--- src/rtl/debounce_onepulse.sv ---
// ---------------------------------------------------------------------------
// debounce_onepulse
//   Debounces NUM_BTN raw pushbuttons. The buttons are sampled on the rising
//   edges of a slow square wave. Each channel reports its debounced level,
//   one-clk press and release pulses, and a single one-clk long-press pulse.
//
// Ports
//   clk           system clock, the only clock in the block
//   rst_n         asynchronous active-low reset
//   clk_debounce  slow square wave from the divider, sampled as data
//   btn_in        raw asynchronous buttons, active-high          [NUM_BTN]
//   btn_level     debounced button level                         [NUM_BTN]
//   btn_press     one-clk pulse on debounced 0->1                [NUM_BTN]
//   btn_release   one-clk pulse on debounced 1->0                [NUM_BTN]
//   btn_long      one-clk pulse when a press lasts LONG_TICKS    [NUM_BTN]
// ---------------------------------------------------------------------------
module debounce_onepulse #(
    parameter int NUM_BTN    = 4,
    parameter int DB_SAMPLES = 4,
    parameter int LONG_TICKS = 64
) (
    input  logic               clk,
    input  logic               rst_n,
    input  logic               clk_debounce,
    input  logic [NUM_BTN-1:0] btn_in,
    output logic [NUM_BTN-1:0] btn_level,
    output logic [NUM_BTN-1:0] btn_press,
    output logic [NUM_BTN-1:0] btn_release,
    output logic [NUM_BTN-1:0] btn_long
);

    localparam int                CNT_W   = $clog2(LONG_TICKS + 1);
    localparam logic [CNT_W-1:0]  CNT_MAX = CNT_W'(LONG_TICKS);

    typedef enum logic [1:0] {
        IDLE    = 2'd0,
        PRESSED = 2'd1,
        HELD    = 2'd2
    } state_t;

    // Hold counter increment that saturates at LONG_TICKS instead of wrapping.
    function automatic logic [CNT_W-1:0] sat_inc(input logic [CNT_W-1:0] v);
        return (v == CNT_MAX) ? v : v + 1'b1;
    endfunction

    logic               cd_p0, cd_p1, cd_p2;
    logic [NUM_BTN-1:0] btn_p0, btn_p1;
    logic               tick;

    // Stage p0/p1: two-flop synchronizers; p2 holds the previous divider level.
    always_ff @(posedge clk or negedge rst_n) begin
        if (!rst_n) begin
            cd_p0  <= 1'b0;
            cd_p1  <= 1'b0;
            cd_p2  <= 1'b0;
            btn_p0 <= '0;
            btn_p1 <= '0;
        end else begin
            cd_p0  <= clk_debounce;
            cd_p1  <= cd_p0;
            cd_p2  <= cd_p1;
            btn_p0 <= btn_in;
            btn_p1 <= btn_p0;
        end
    end

    // Rising edge of the synchronized divider only; falling edges are ignored.
    assign tick = cd_p1 & ~cd_p2;

    for (genvar g = 0; g < NUM_BTN; g++) begin : g_ch
        logic [DB_SAMPLES-1:0] hist;
        logic                  level;
        logic                  level_d;
        logic                  press_q;
        logic                  release_q;
        logic                  long_q;
        logic                  rise;
        state_t                state, state_nxt;
        logic [CNT_W-1:0]      cnt, cnt_nxt;
        logic                  long_nxt;

        // Stage: sample history and debounced level. Everything here only
        // moves on tick, so a stalled divider freezes the channel.
        always_ff @(posedge clk or negedge rst_n) begin
            if (!rst_n) begin
                hist  <= '0;
                level <= 1'b0;
            end else begin
                if (tick) begin
                    hist <= {hist[DB_SAMPLES-2:0], btn_p1[g]};
                end
                if (&hist) begin
                    level <= 1'b1;
                end else if (~|hist) begin
                    level <= 1'b0;
                end
            end
        end

        assign rise = level & ~level_d;

        // Stage: edge pulses and press-state machine, all registered.
        always_ff @(posedge clk or negedge rst_n) begin
            if (!rst_n) begin
                level_d   <= 1'b0;
                press_q   <= 1'b0;
                release_q <= 1'b0;
                long_q    <= 1'b0;
                state     <= IDLE;
                cnt       <= '0;
            end else begin
                level_d   <= level;
                press_q   <= rise;
                release_q <= ~level & level_d;
                long_q    <= long_nxt;
                state     <= state_nxt;
                cnt       <= cnt_nxt;
            end
        end

        // A falling level always wins over reaching the long-press count, so
        // a release never carries a long pulse with it.
        always_comb begin
            state_nxt = state;
            cnt_nxt   = cnt;
            long_nxt  = 1'b0;
            case (state)
                IDLE: begin
                    cnt_nxt = '0;
                    if (rise) begin
                        state_nxt = PRESSED;
                    end
                end
                PRESSED: begin
                    if (!level) begin
                        state_nxt = IDLE;
                        cnt_nxt   = '0;
                    end else if (cnt == CNT_MAX) begin
                        state_nxt = HELD;
                        long_nxt  = 1'b1;
                    end else if (tick) begin
                        cnt_nxt = sat_inc(cnt);
                    end
                end
                HELD: begin
                    if (!level) begin
                        state_nxt = IDLE;
                        cnt_nxt   = '0;
                    end
                end
                default: begin
                    state_nxt = IDLE;
                    cnt_nxt   = '0;
                end
            endcase
        end

        assign btn_level[g]   = level;
        assign btn_press[g]   = press_q;
        assign btn_release[g] = release_q;
        assign btn_long[g]    = long_q;
    end

endmodule

--- config.mk ---
export PLATFORM = sky130hd
export DESIGN_NAME = debounce_onepulse
export DESIGN_NICKNAME = d
export VERILOG_FILES = /design/src/rtl/debounce_onepulse.sv
export SDC_FILE = /design/constraint.sdc
export NUM_CORES = 1
export LEC_CHECK = 0
export ABC_AREA = 1
export ABC_CLOCK_PERIOD_IN_PS = 2600
export CAP_MARGIN = 30
export CORE_MARGIN = 4
export CORE_UTILIZATION = 50
export DETAILED_ROUTE_END_ITERATION = 6
export GPL_TIMING_DRIVEN = 0
export PLACE_DENSITY = 0.69
export SYNTH_ARGS = -nofsm -noshare
export SYNTH_HDL_FRONTEND = slang
export SYNTH_SLANG_ARGS = --single-unit
--- constraint.sdc ---
create_clock -name clk -period 2.6 [get_ports clk]
set_input_delay 0.52 -clock clk [delete_from_list [all_inputs] [get_ports clk]]
set_output_delay 0.52 -clock clk [all_outputs]
set_load 0.02 [all_outputs]
### Yosys cells after proc, flatten, opt, wreduce, memory -nomap -nowiden

Index checks and enable logic that the tools add are counted.

* flip-flop bits (word level): 83
* input port bits: 7
* output and inout port bits: 16
* logic and storage cells: 175

* $add $sub $neg: 4
* equal/unequal tests: 36
* muxes and demuxes: 60
* bitwise operators: 18
* reduce and logical (&&, ||, !) cells: 20

Operators by type and width (number)
* $mux W7: 16
* $pmux W7 S2: 4
* $ne A3 B3 Y1 const B: 12
* $mux W2: 16
* $add A7 B1 Y7 const B: 4
* $eq A7 B7 Y1 const B: 4
* $ne A2 B2 Y1 const B: 12
* $pmux W2 S3: 4
* $reduce_and A3 Y1: 8
* $mux W1: 20
* $reduce_and A4 Y1: 4
* $reduce_or A4 Y1: 4
* $and A1 B1 Y1: 9
* $not A1 Y1: 9
* $eq A2 B1 Y1 const B: 4
* $eq A2 B2 Y1 const B: 4
* $logic_not A2 Y1: 4

### Longest topological paths before layout

* depth in word-level cells: 6
* mapped depth: 9
* depth with buffers taken out: 9

### Worst setup path before layout

Ideal clock, no wire load.

* path type: register to register
* start point: register g_ch[0].cnt[0]
* end point: register g_ch[0].cnt[2]
* library setup time: 74 ps
* arrival time: 1195 ps
* required time: 2526 ps
* setup slack: 1331 ps
* stages on the path, launching flop included: 10
* path buffers: 1
* period minus slack after synthesis: 1269 ps
* path through: dfrtp_1 inv_1 ha_1 nand2_1 nor2_2 nand3_2 nand2_2 buf_8 nand2_2 o21ai_2

* word-level cells in the longest chain between the ends: 5
* elaborated cells between the ends (all ways): 8
* classes of those cells: 1 x add/sub; 2 x eq/ne; 4 x mux; 1 x reduce/logical

Ends and longest elaborated chain
* start, declared: RTL line 79 `logic [CNT_W-1:0] cnt, cnt_nxt;`
* start signal, assigned: RTL line 117 `cnt <= cnt_nxt;`
* $add A7 B1 Y7: RTL line 43 `return (v == CNT_MAX) ? v : v + 1'b1;`
* $mux W7: RTL line 141 `end else if (tick) begin`
* $mux W7: RTL line 138 `end else if (cnt == CNT_MAX) begin`
* $mux W7: RTL line 135 `if (!level) begin`
* $pmux W7 S2: RTL line 127 `case (state)`

Parallel ways exist; a longest one is shown, timed or not. The select of a mux whose other input is x is not followed.
A chain may end at the register's enable or synchronous reset.

### Worst setup path after layout

* start point: register g_ch[0].level
* end point: output port btn_level[0]

RTL lines
* start, declared: RTL line 72 `logic level;`
* start signal, assigned: RTL line 87 `level <= 1'b0;`
* start signal, assigned: RTL line 93 `level <= 1'b1;`
* start signal, assigned: RTL line 95 `level <= 1'b0;`
* end, declared: RTL line 26 `output logic [NUM_BTN-1:0] btn_level,`

No word-level cell between the ends.

==> impl_metrics.py <==
metrics = {
    "global_routing": {
        "grt_antenna_before_repair": 0,
        "grt_max_degree": 46,
        "grt_pass1_wl_um": 10990,
        "grt_remaining_overflow": 0,
        "grt_util_all_layers_pct": 15.34,
        "first_global_vias": 2537,
    },
    "outcome": {
        "status": "completed",
    },
    "synthesis": {
        "synth.distinct_cells": 33,
        "seq_area_frac_synth_pct": 53.93,
        "synth.cell_area_um2": 3851,
        "synth_edf_count": 0,
        "yosys_most_used_dff": "dfrtp_1",
        "synth_nets": 437,
        "synth-seq-cells": 83,
        "ys_async_sr_fraction_pct": 100.0,
        "gate_count_of_the_mapped_netlist": 422,
        "syn-mean-instance-area_um2": 9.126,
        "yosys_warnings": 0,
    },
    "finish": {
        "mostFrequentLayoutCell": "nand2_1",
        "final-instance-count-excl-fill": 560,
        "layout-drive-gt1-share_pct": 17.35,
        "layout.core_utilization_pct": 60.25,
        "antenna_cells": 0,
        "postLayoutCellArea_um2": 4441,
        "final_cell_mix": "nand2_1 (111), dfrtp_1 (83), nor2_1 (45)",
        "ff_latch_area_um2": 2077,
        "num-nets-final": 471,
        "multi_input_comb_area_um2": 1450,
        "fill_cells": 658,
        "syn_to_final_growth_pct": 15.30,
    },
    "placed_design": {
        "numPortBuffers": 22,
        "place_area_um2": 4213,
        "dp_worst_slack_ps": 935.4,
        "placed_cells_incl_taps": 544,
        "hpwl_um": 4099,
        "gp_routability_congestion": 0.8178,
    },
    "timing": {
        "final_min_period_over_clock_period_pct": 77.93,
        "finalHoldViolCount": 0,
        "final_max_slew_viol_count": 0,
        "worst_slew_margin_relative_to_its_limit_pct": 67.04,
        "finClkSkew_ps": 10.62,
        "final.hold.worst_slack_ps": 139.4,
        "timing_worst_slew_pin_value_ps": 494.4,
        "setup-violations-final": 0,
        "finalWorstSetupSlack_ps": 573.7,
        "unrepaired_setup_endpoints_after_global_routing": "false",
        "timing.fmax_ghz": 0.4935,
        "timing.final.crit_period_ps": 2026,
    },
    "drt": {
        "detail-route-antenna-nets": 0,
        "routed_via_density": 4.766,
        "detail_route.first_pass.iterations": 5,
        "postRouteWirelength_um": 5902,
        "route.detailed.drc": 0,
        "dr_total_vias": 2669,
        "drt-wirelength-per-cell_um": 10.54,
        "drt_first_iter_violations": 81,
    },
    "clocking": {
        "cts.path.max_buffers": 2,
        "cts_inserted_buffers": 9,
        "clock_tree.htree_level_count": 3,
        "cts_tree": "yes",
        "clkTransAtPathRegs_ps": 80,
        "ctsHoldBuffers": 0,
        "clockRootBuffer": "clkbuf_8",
        "cts_resized": 0,
        "cts_num_sinks": 83,
        "clk-insertion-delay-late_ps": 340,
        "cts_setup_buffers": 0,
    },
    "pwr": {
        "pwr-share-clk_pct": 27.6,
        "combinational_cell_fraction_of_total_power_pct": 26.3,
        "peak_ir_drop_on_the_vdd_network_uv": 385.5,
        "power_leakage_uw": 0.002173,
        "power_report.internal_total_uw": 2585,
        "switching_power_share_of_the_total_pct": 30.16,
        "switching_power_uw": 1116,
        "power.density_cell_area_nw_per_um2": 833.4,
        "power.sequential.fraction_pct": 46.1,
    },
    "worst_setup_path": {
        "critPathBufInv": 2,
        "cp_cell_sequence": "buf_4, clkdlybuf4s50_1",
        "path_delay_family": "buffers and inverters",
        "worstPathMaxFanout": 6,
        "cp.required_ps": 2080,
        "crit_path_start_kind": "flip-flop",
        "critPathMaxStageDelay_ps": 580,
        "timing_worst_setup_path_type": "flip-flop to output pin",
        "cpMaxStageDelayCell": "clkdlybuf4s50_1",
        "setup.worst_path.end_class": "output pin",
        "critical_path_arrival_ps": 1510,
    },
    "floorplan": {
        "coreArea_um2": 7370,
        "top_level_ports": 23,
        "die_width_um": 95.77,
        "design.die.area_um2": 9171,
        "initial_core_util_pct": 52.26,
        "std_cell_rows": 31,
        "die_h_um": 95.77,
    },
    "job": {
        "max_cap_violations": 0,
    },
    "worst_hold_path": {
        "holdCritPathClass": "primary input to asynchronous set/reset pin",
    },
}
## through the flow
stage | TNS (ps) | total power (uW)
after floorplan | 0 | 2372
after global placement | -157050 | 2683
after detailed placement | 0 | 2721
after CTS | 0 | 3761
after global routing | 0 | 3971
final | 0 | 3701
## kinds of logic after synthesis
logic type / after synthesis / share of synthesized area, %
mux: 10 / 2.924
buf+inv: 64 / 8.414
compound gates: 30 / 4.614
xor+xnor: 8 / 1.819
flops: 83 / 53.93
simple gates: 219 / 25.70
fa+ha+maj: 8 / 2.599
## worst reg2reg max path, stage by stage, from the launching register on
cell     delay (ps)
dfrtp_1         420
inv_1           110
ha_1            180
nand2_1          80
nor2_2          110
nand3_2          80
nand2_2         130
buf_8           160
nand2_2          60
o21ai_2          50
## sequential cells by signal (all words and copies together) (netlist names), 4 cells and up
register	flops
g_ch.state	8
g_ch.press_q	4
btn_p0	4
g_ch.release_q	4
g_ch.level_d	4
btn_p1	4
g_ch.level	4
g_ch.long_q	4
g_ch.hist	16
g_ch.cnt	28
## layout make-up
type / instances / share of cell area (%)
timing repair buffer: 23 / 5.354
multi-input combinational: 275 / 32.66
tap: 99 / 2.790
clock buffer: 12 / 3.494
sequential: 83 / 46.77
inverter: 44 / 3.719
clock inverter: 4 / 1.634
buffer: 20 / 3.578
## path summary, 6_finish.rpt
check / from / end / slack [ps] / cells after the start
min reg2reg: cd_p0 / cd_p1 / 350 / 0
min: rst_n / g_ch[0].cnt[4] / 140 / 1
max: g_ch[0].level / btn_level[0] / 570 / 2
max reg2reg: g_ch[0].cnt[0] / g_ch[0].cnt[3] / 1160 / 9
min in group clk: cd_p0 / cd_p1 / 350 / 0
max in group asynchronous: rst_n / g_ch[3].state[1] / 1850 / 2
## synth_stat cells, types with 2 or more instances
library cell	number	area [um2]
nand2_1	111	416.7
dfrtp_1	83	2077
nor2_1	45	168.9
inv_1	41	153.9
nand3_1	19	95.09
buf_4	17	127.6
nand2_2	13	81.33
mux2_2	10	112.6
o21ai_0	10	50.05
ha_1	8	100.1
a21oi_1	6	30.03
nand3b_1	6	45.04
o21ai_1	6	30.03
xor2_1	6	52.55
nor2_2	5	31.28
o21ai_2	5	43.79
nand4_1	4	25.02
nor4_1	4	25.02
nor2_4	3	33.78
nor3_1	3	15.01
inv_2	2	7.510
nand3_2	2	20.02
nor3b_1	2	15.01
xnor2_1	2	17.52
## routing by layer
metal	GRT usage [%]	part of all wire [%]	routed length [um]	up-vias
met5	0	0	0	-
met4	6.754	1.9	110	0
met3	3.518	3.6	214	11
met2	24.49	47	2774	40
met1	20.05	47	2803	1236
li1	-	-	-	1382
## power by group through the flow
stage	combinational, uW	clock, uW	sequential [uW]
after floorplan	682	0	1690
after global placement	960	0	1720
after detailed placement	986	0	1730
after CTS	990	1060	1710
after global routing	1100	1120	1750
final	972	1020	1710
Note: power is estimated with default switching activity, not from simulation.
